**src/rtl/c17_bist_pkg.sv**
```systemverilog
// Shared types and helpers for the C17 BIST engine: FSM states, LFSR step and MISR step.
// Build option C17_BIST_ALLZERO_EN (see c17_bist_engine) does not change anything in this package.
package c17_bist_pkg;

    typedef enum logic [1:0] {IDLE, RUN, DRAIN, DONE} state_t;

    localparam int LFSR_W     = 5;
    localparam int RESP_W     = 2;
    localparam int MISR_MAX_W = 32;

    // x^5 + x^3 + 1, maximal length (period 31)
    function automatic logic [LFSR_W-1:0] lfsr_next(input logic [LFSR_W-1:0] p);
        return {p[3:0], p[4] ^ p[2]};
    endfunction

    // MISR step on a width-w signature held in the low bits of a wide vector
    function automatic logic [MISR_MAX_W-1:0] misr_next(input logic [MISR_MAX_W-1:0] sig,
                                                       input logic [RESP_W-1:0]     resp,
                                                       input logic [MISR_MAX_W-1:0] poly,
                                                       input int                    w);
        logic [MISR_MAX_W-1:0] ones;
        logic [MISR_MAX_W-1:0] mask;
        logic [MISR_MAX_W-1:0] fb;
        ones = '1;
        mask = ones >> (MISR_MAX_W - w);
        fb   = sig[5'(w - 1)] ? poly : '0;
        return ({sig[MISR_MAX_W-2:0], 1'b0} ^ fb ^ MISR_MAX_W'(resp)) & mask;
    endfunction

endpackage

```
**src/rtl/c17_bist_misr.sv**
```systemverilog
// Multiple-input signature register compacting the two C17 outputs.
// clr reloads the seed and wins over en.
module c17_bist_misr
    import c17_bist_pkg::*;
#(
    parameter int                MISR_W    = 8,
    parameter logic [MISR_W-1:0] MISR_POLY = 8'h1D,
    parameter logic [MISR_W-1:0] MISR_SEED = '0
) (
    input  logic              clk,
    input  logic              rst_n,
    input  logic              clr,
    input  logic              en,
    input  logic [RESP_W-1:0] resp,
    output logic [MISR_W-1:0] sig
);

    always_ff @(posedge clk or negedge rst_n) begin
        if (!rst_n) begin
            sig <= MISR_SEED;
        end else if (clr) begin
            sig <= MISR_SEED;
        end else if (en) begin
            sig <= MISR_W'(misr_next(MISR_MAX_W'(sig), resp, MISR_MAX_W'(MISR_POLY), MISR_W));
        end
    end

endmodule

```
**src/rtl/c17_bist_engine.sv**
```systemverilog
// BIST engine for the C17 CUT: LFSR pattern source, MISR response compactor, start/done handshake.
// Define C17_BIST_ALLZERO_EN to append the all-zero pattern after the LFSR sequence.
module c17_bist_engine
    import c17_bist_pkg::*;
#(
    parameter int                NUM_PATTERNS = 31,
    parameter logic [LFSR_W-1:0] LFSR_SEED    = 5'b00001,
    parameter int                MISR_W       = 8,
    parameter logic [MISR_W-1:0] MISR_POLY    = 8'h1D,
    parameter logic [MISR_W-1:0] MISR_SEED    = '0,
    parameter logic [MISR_W-1:0] GOLDEN_SIG   = '0
) (
    input  logic              clk,
    input  logic              rst_n,
    input  logic              start_i,
    output logic [LFSR_W-1:0] pat_o,
    input  logic [RESP_W-1:0] resp_i,
    output logic              busy_o,
    output logic              done_o,
    output logic              pass_o,
    output logic [MISR_W-1:0] sig_o
);

`ifdef C17_BIST_ALLZERO_EN
    localparam int LAST_CNT = NUM_PATTERNS + 1;
`else
    localparam int LAST_CNT = NUM_PATTERNS;
`endif

    state_t            state_q, state_d;
    logic [LFSR_W-1:0] pat_q, pat_d;
    logic [5:0]        cnt_q, cnt_d;
    logic              misr_clr, misr_en;

    always_ff @(posedge clk or negedge rst_n) begin
        if (!rst_n) begin
            state_q <= IDLE;
            pat_q   <= '0;
            cnt_q   <= '0;
        end else begin
            state_q <= state_d;
            pat_q   <= pat_d;
            cnt_q   <= cnt_d;
        end
    end

    // The edge that sees the final count only captures; the pattern holds through DRAIN.
    always_comb begin
        state_d  = state_q;
        pat_d    = pat_q;
        cnt_d    = cnt_q;
        misr_clr = 1'b0;
        misr_en  = 1'b0;
        case (state_q)
            IDLE, DONE: begin
                if (start_i) begin
                    state_d  = RUN;
                    pat_d    = LFSR_SEED;
                    cnt_d    = 6'd1;
                    misr_clr = 1'b1;
                end
            end
            RUN: begin
                misr_en = 1'b1;
                if (cnt_q == 6'(LAST_CNT)) begin
                    state_d = DRAIN;
                end else begin
                    cnt_d = cnt_q + 6'd1;
`ifdef C17_BIST_ALLZERO_EN
                    pat_d = (cnt_q == 6'(NUM_PATTERNS)) ? '0 : lfsr_next(pat_q);
`else
                    pat_d = lfsr_next(pat_q);
`endif
                end
            end
            DRAIN: begin
                misr_en = 1'b1;
                state_d = DONE;
            end
            default: state_d = IDLE;
        endcase
    end

    c17_bist_misr #(
        .MISR_W    (MISR_W),
        .MISR_POLY (MISR_POLY),
        .MISR_SEED (MISR_SEED)
    ) u_misr (
        .clk   (clk),
        .rst_n (rst_n),
        .clr   (misr_clr),
        .en    (misr_en),
        .resp  (resp_i),
        .sig   (sig_o)
    );

    assign pat_o  = pat_q;
    assign busy_o = (state_q == RUN) || (state_q == DRAIN);
    assign done_o = (state_q == DONE);
    assign pass_o = (state_q == DONE) && (sig_o == GOLDEN_SIG);

endmodule

```
**config.mk**
```make
export PLATFORM = sky130hd
export DESIGN_NAME = c17_bist_engine
export DESIGN_NICKNAME = d
export VERILOG_FILES = /design/src/rtl/c17_bist_pkg.sv /design/src/rtl/c17_bist_misr.sv /design/src/rtl/c17_bist_engine.sv
export SDC_FILE = /design/constraint.sdc
export NUM_CORES = 1
export LEC_CHECK = 0
export ABC_AREA = 1
export CORE_MARGIN = 3
export CORE_UTILIZATION = 51
export CTS_BUF_LIST = sky130_fd_sc_hd__clkbuf_16
export CTS_CLUSTER_DIAMETER = 100
export DETAILED_ROUTE_END_ITERATION = 16
export PLACE_DENSITY = 0.85
export SYNTH_ARGS = -nofsm -noshare
export SYNTH_HDL_FRONTEND = slang
export SYNTH_SLANG_ARGS = --single-unit
export TNS_END_PERCENT = 100
```
**constraint.sdc**
```tcl
create_clock -name clk -period 2.1 [get_ports clk]
set_input_delay 0.42 -clock clk [delete_from_list [all_inputs] [get_ports clk]]
set_output_delay 0.42 -clock clk [all_outputs]
set_load 0.05 [all_outputs]
```
* Word-level counts from Yosys, hierarchy flattened
Index checks and enable logic that the tools add are counted.
Storage, ports and cells: word-level logic and storage cells 40, register bits after elaboration 21, output and inout bits 16, input port bits 5
Operators by class: add/subtract/negate cells 1, reduce and logical (&&, ||, !) cells 10, bitwise gates (word level) 3, mux-type cells 15, equality and inequality tests 7
Operator list (count):
- 8-bit two-way mux | 2
- 5-bit two-way mux | 3
- 6-bit two-way mux | 2
- 6-bit one-hot mux with 2 select lines | 1
- 5-bit one-hot mux with 2 select lines | 1
- 8-bit zero test | 1
- 8-bit by 2-bit XOR with 8-bit output | 1
- 8-bit XOR | 1
- 6-bit by 1-bit adder with 6-bit output, second input constant | 1
- 6-bit by 5-bit == test with 1-bit output, second input constant | 1
- 2-bit inequality test, second input constant | 3
- 2-bit one-hot mux with 3 select lines | 1
- 2-bit == test, second input constant | 2
- 2-bit two-way mux | 2
- 2-bit nonzero test | 2
- 2-bit OR reduction | 2
- 1-bit two-way mux | 3
- 3-bit AND reduction | 1
- 2-bit by 1-bit == test with 1-bit output, second input constant | 1
- 2-bit zero test | 1
- 2-bit AND reduction | 1
- 1-bit logical AND | 1
- 1-bit logical OR | 1
- 1-bit XOR | 1

* Longest topological paths before layout
Gate-level depths: netlist of run 1.
depth after elaboration 5, gate-level depth with buffers 10, gate-level depth less buffers 9

* Modules after synthesis
From an unflattened synthesis of run 1, not the netlist that was laid out.
Second synthesis, totals: cells, all modules 147, area total of the unflattened synthesis 1176.1 um^2
Modules (own cells, without submodules):
- c17_bist_engine | times used 1, area an instance 799.5 um^2, seq. area each 325.3 um^2, cells each 95
- c17_bist_misr | times used 1, area an instance 376.6 um^2, seq. area each 200.2 um^2, cells each 52

* Worst setup path after synthesis of run 1
OpenSTA, ideal clock, no wires.
kind register to output, start register state_q[0], end output pass_o, stages on the path, launching flop included 4, required time 1.680 ns, data arrival time 1.664 ns, setup slack 0.016 ns, path through dfrtp_1 -> ha_1 -> nand3_1 -> nor2_1
On the way: cells in the longest elaborated chain, start to end 2
Ends and longest elaborated chain:
- start: declaration | line c17_bist_engine.sv:30 | state_t state_q, state_d;
- start signal: assignment | line c17_bist_engine.sv:41 | state_q <= state_d;
- 2-bit == test
- net done_o | line c17_bist_engine.sv:19 | output logic done_o,
- 1-bit logical AND | line c17_bist_engine.sv:100 | assign pass_o = (state_q == DONE) && (sig_o == GOLDEN_SIG);
- end: declaration | line c17_bist_engine.sv:20 | output logic pass_o,
The timed path passes the listed nets, and every way through them passes these cells.

* Worst setup path after layout of run 1
start register u_misr.sig[7], end output sig_o[7]
RTL lines:
- start: declaration | line c17_bist_misr.sv:15 | output logic [MISR_W-1:0] sig
- start signal: assignment | line c17_bist_misr.sv:24 | sig <= MISR_W'(misr_next(MISR_MAX_W'(sig), resp, MISR_MAX_W'(MISR_POLY), MISR_W));
- end: declaration | line c17_bist_engine.sv:21 | output logic [MISR_W-1:0] sig_o
No word-level cell between the ends.

==> results.md, run 1 <==
Logic synthesis:
- The proportion of synthesized chip area in sequential cells is 0.4526.
- The synthesized cell area is 0.001161 sq mm.
- Of the total synthesized cell area, the portion taken by full adders, half adders and majority gates is 0.04310.
- The synthesized design contains 21 register bits.
- Sorting the synthesized cells by area gives the leading types as dfrtp_1 45%, nand2_1 11%, o21ai_2 6.8%.
- The combinational family with the most area after synthesis is simple AND/OR/NAND/NOR gates.
- Counting every instance in the synthesized netlist gives approximately 130.
- The share of synthesized area in the top cell type comes to 0.4526.
- The mean post-synth cell area is approximately 9 sq um.
- The yosys synthesis warning count is 0.
- Measured against the total synthesized area, the mux share comes to 0.
- The number of different library cells used by synthesis comes to 26.
- The fraction of the mapped netlist area in compound gates is 0.1433.
- The largest area contributor in the netlist is dfrtp_1.
- Of the total synthesized cell area, the portion taken by XOR and XNOR cells is 0.03017.
- Of the total synthesized cell area, the portion taken by AND, OR, NAND and NOR gates is 0.2295.
- Synthesis produced a netlist with a net count of ~140.

Clocking:
- The maximum root-to-sink buffer count is 2.
- The clock latency on the worst-skew pair is approximately 0.25 ns.
- The CTS tree is done.
- Buffers inserted to repair hold after CTS numbered 0.
- Clock tree synthesis found a total of 21 sinks.
- The post-CTS setup repair buffer count is 0.
- Clock-pin slew was measured on the worst setup and hold paths at about 0.05 ns.
- The deepest level of the CTS H-tree is 1.
- The root buffer cell is clkbuf_16.
- The number of gates resized after CTS was 0.
- The number of CTS-inserted buffers is 3.

STA:
- At the pin with the least slew margin, the transition time is 0.5041 ns.
- The relative slew slack is 0.6629.
- Summed over all failing endpoints, the final setup total negative slack is 0 ns.
- The final period demand of the worst path is 2.039 ns.
- Across all setup checks in the final design, the least slack found is 0.06068 ns.
- The max-slew violation count is 0.
- The clock tree skew after final layout is around 0.0020 ns.
- Of the available clock period, the critical path in the final layout requires 0.9711.
- The count of final setup violators is 0.
- Setup repair after global routing left no endpoint under its margin.
- For this run, the top clock speed supported by timing is 490.4 MHz.
- The count of final hold-check violations is 0.

Floorplanning:
- The area of the die is 0.002885 sq mm.
- In this run the count of I/O pins placed on the die edge is 21.
- The area of the core is between 0.002 and 0.0025 sq mm.
- The initialized floorplan defines 16 standard-cell rows.
- The chip width is roughly 54 microns.
- The floorplan step set the die height to approximately 54 microns.
- The starting utilization of the core area is 0.5631.

Placement:
- Routability-driven placement finished with a final weighted congestion of between 0.7 and 0.8.
- The half-perimeter wire length after placement is ~1700 microns.
- At the placement stage, the worst setup path has a slack of approximately 0.33 ns.
- Buffers placed on the I/O ports in this run total 20.
- Counting tap cells, the placed design contains a total of between 150 and 200 instances.
- Once placement finished, the instance area stood at between 0.001 and 0.0015 sq mm.

Cells and area:
- For this run, the post-layout net count is roughly 160.
- The repair_antennas step left the layout with diodes totalling 0.
- The number of standard cells in the layout, taps in and fillers out is 176.
- The fraction of final layout cells with drive strength greater than 1 is 0.2013.
- The final cell area excluding filler cells is around 0.0015 sq mm.
- From synthesis to final layout, the design area changed by 25.97%.

Route:
- In the final routed layout, each cell accounts on average for 13.36 microns.
- After detailed routing, the number of remaining DRC violations is 0.
- The first-pass iteration count of the detailed router is 4.
- In the routed layout, each cell is associated on average with a via count of around 5.2.
- In this run, the number of DRC markers left after iteration 0 of detailed routing was 23.
- The detailed router placed 918 vias in this run.
- For this block, the routed nets add up to ~2400 microns of wire.
- The count of nets left with antenna violations once routing finished came out at 0.

Flow run:
- Max-cap violations in this run came to 0.

Pwr:
- The worst-case IR drop observed on VDD is about 1.3 mV.
- In this run the power density over the cells is roughly 1900 mW/mm^2.
- The completed layout was analyzed and its total power is approximately 2.7 mW.
- The static leakage is 0.6624 nW.

Worst setup path:
- The kind of cell with the highest combined delay along the critical path is buffers and inverters.
- The required time of the critical path is 1.68 ns.
- The highest-delay cell along the critical path is clkdlybuf4s50_1.
- The critical path's largest stage delay is slightly below 0.9 ns.
- The data arrival at the endpoint of the critical path is between 1.5 and 2 ns.
- The endpoint class of the critical path is a primary output.
- Walking the worst path, the cells encountered are clkdlybuf4s50_1.
- The critical path is of the register to primary output type.
- The critical-path maximum fanout is 7.
- Together, buffers and inverters on the worst path number 1.
- The worst setup path is launched from a register.

Hold path:
- The worst hold path belongs to the class primary input to asynchronous set/reset pin.

GRT:
- The number of global-route vias before repair came to roughly 930.
- The initial antenna violation count came to 0.
- The overall fraction of global-route tracks in use is 0.2003.
- After global routing the overflow that remains totals 0.
- The largest net degree at the start of global routing is 22.
- The first global-routing pass estimated approximately 4100 microns of wire.

Status:
- The run finished with clean final reports.
==> cell usage in the layout, fill, tap and decap left out, types with 2 or more instances in the layout <==
master	n
nand2_1	33
dfrtp_1	21
clkdlybuf4s50_1	17
inv_1	13
o21ai_2	9
nor2_1	7
o21ai_0	6
o22ai_1	6
nand2_2	5
nand3_1	4
ha_1	4
buf_4	4
xnor2_1	3
clkbuf_16	3
inv_6	2
a21oi_1	2
buf_12	2
==> power breakdown <==
| part | switching (mW) | internal (mW) | leakage, nW |
|---|---|---|---|
| combinational | 1.09 | 0.572 | 0.343 |
| clock | 0.138 | 0.253 | 0.0423 |
| sequential | 0.136 | 0.540 | 0.277 |
==> state kept, by name, indices dropped and copies added, names as in the netlist <==
register	cells
state_q	2
cnt_q	6
u_misr.sig	8
pat_o	5
==> stage by stage <==
stage                 util  hold slack [ns]
floorplan                -           0.1244
global placement    0.6711           0.4916
detailed placement  0.6711           0.5054
CTS                 0.7093           0.5171
global route        0.7093           0.5367
finish              0.7093           0.5080
==> cell type report <==
class                           instances  area [sq um]
Inverter                               15         66.31
Fill cell                             150         599.3
Tap cell                               27         33.78
Multi-Input combinational cell         86         518.0
Sequential cell                        21         525.5
Clock inverter                          1         3.754
Timing Repair Buffer                   23         240.2
Clock buffer                            3         75.07
==> synthesized netlist by cell type <==
cell type,number
inv_2,1
buf_8,1
clkbuf_1,1
o21ai_0,6
ha_1,4
xor2_1,1
a32o_1,1
nand4_1,1
buf_2,1
nand3_1,4
dfrtp_1,21
o21ai_2,9
buf_4,1
inv_1,12
o22ai_1,6
nor2_1,7
a21oi_1,2
nand2_1,33
nand3_4,1
inv_6,2
nand2_2,5
nor2_8,1
nand3_2,1
xnor2_1,3
buf_12,1
nor2_4,1
==> final timing paths <==
check | from | slack (ns) | cells past startpoint | to
worst max-delay path | u_misr.sig[7] | 0.06 | 1 | sig_o[7]
worst min-delay path | rst_n | 0.51 | 2 | cnt_q[2]
worst max register to register | state_q[1] | 0.43 | 7 | pat_o[1]
worst min register to register | pat_o[1] | 0.52 | 2 | pat_o[1]
max in group asynchronous | rst_n | 1.38 | 2 | cnt_q[5]
min in group clk | pat_o[1] | 0.52 | 2 | pat_o[1]
==> cell families after synthesis <==
logic type	after synthesis
flip-flops	21
AND/OR/NAND/NOR	54
XOR/XNOR	4
adder cells (fa/ha/maj)	4
AO/OA/AOI/OAI	24
buffers and inverters	20
==> layer usage <==
metal  GRT usage  vias up  part of all wire
met5           0        -                 0
met4      0.1064        0             0.022
met3     0.03878        4             0.040
met2      0.3226       23              0.48
met1      0.2513      437              0.46
li1            -      454                 -
(Power assumes the default switching activity.)
==> inputs of run 2 (changes only) <==
Settings changed: SKIP_CTS_REPAIR_TIMING set to 1.
==> results of run 2 <==
The final DEF is identical to that of run 1; final timing and power are the same.
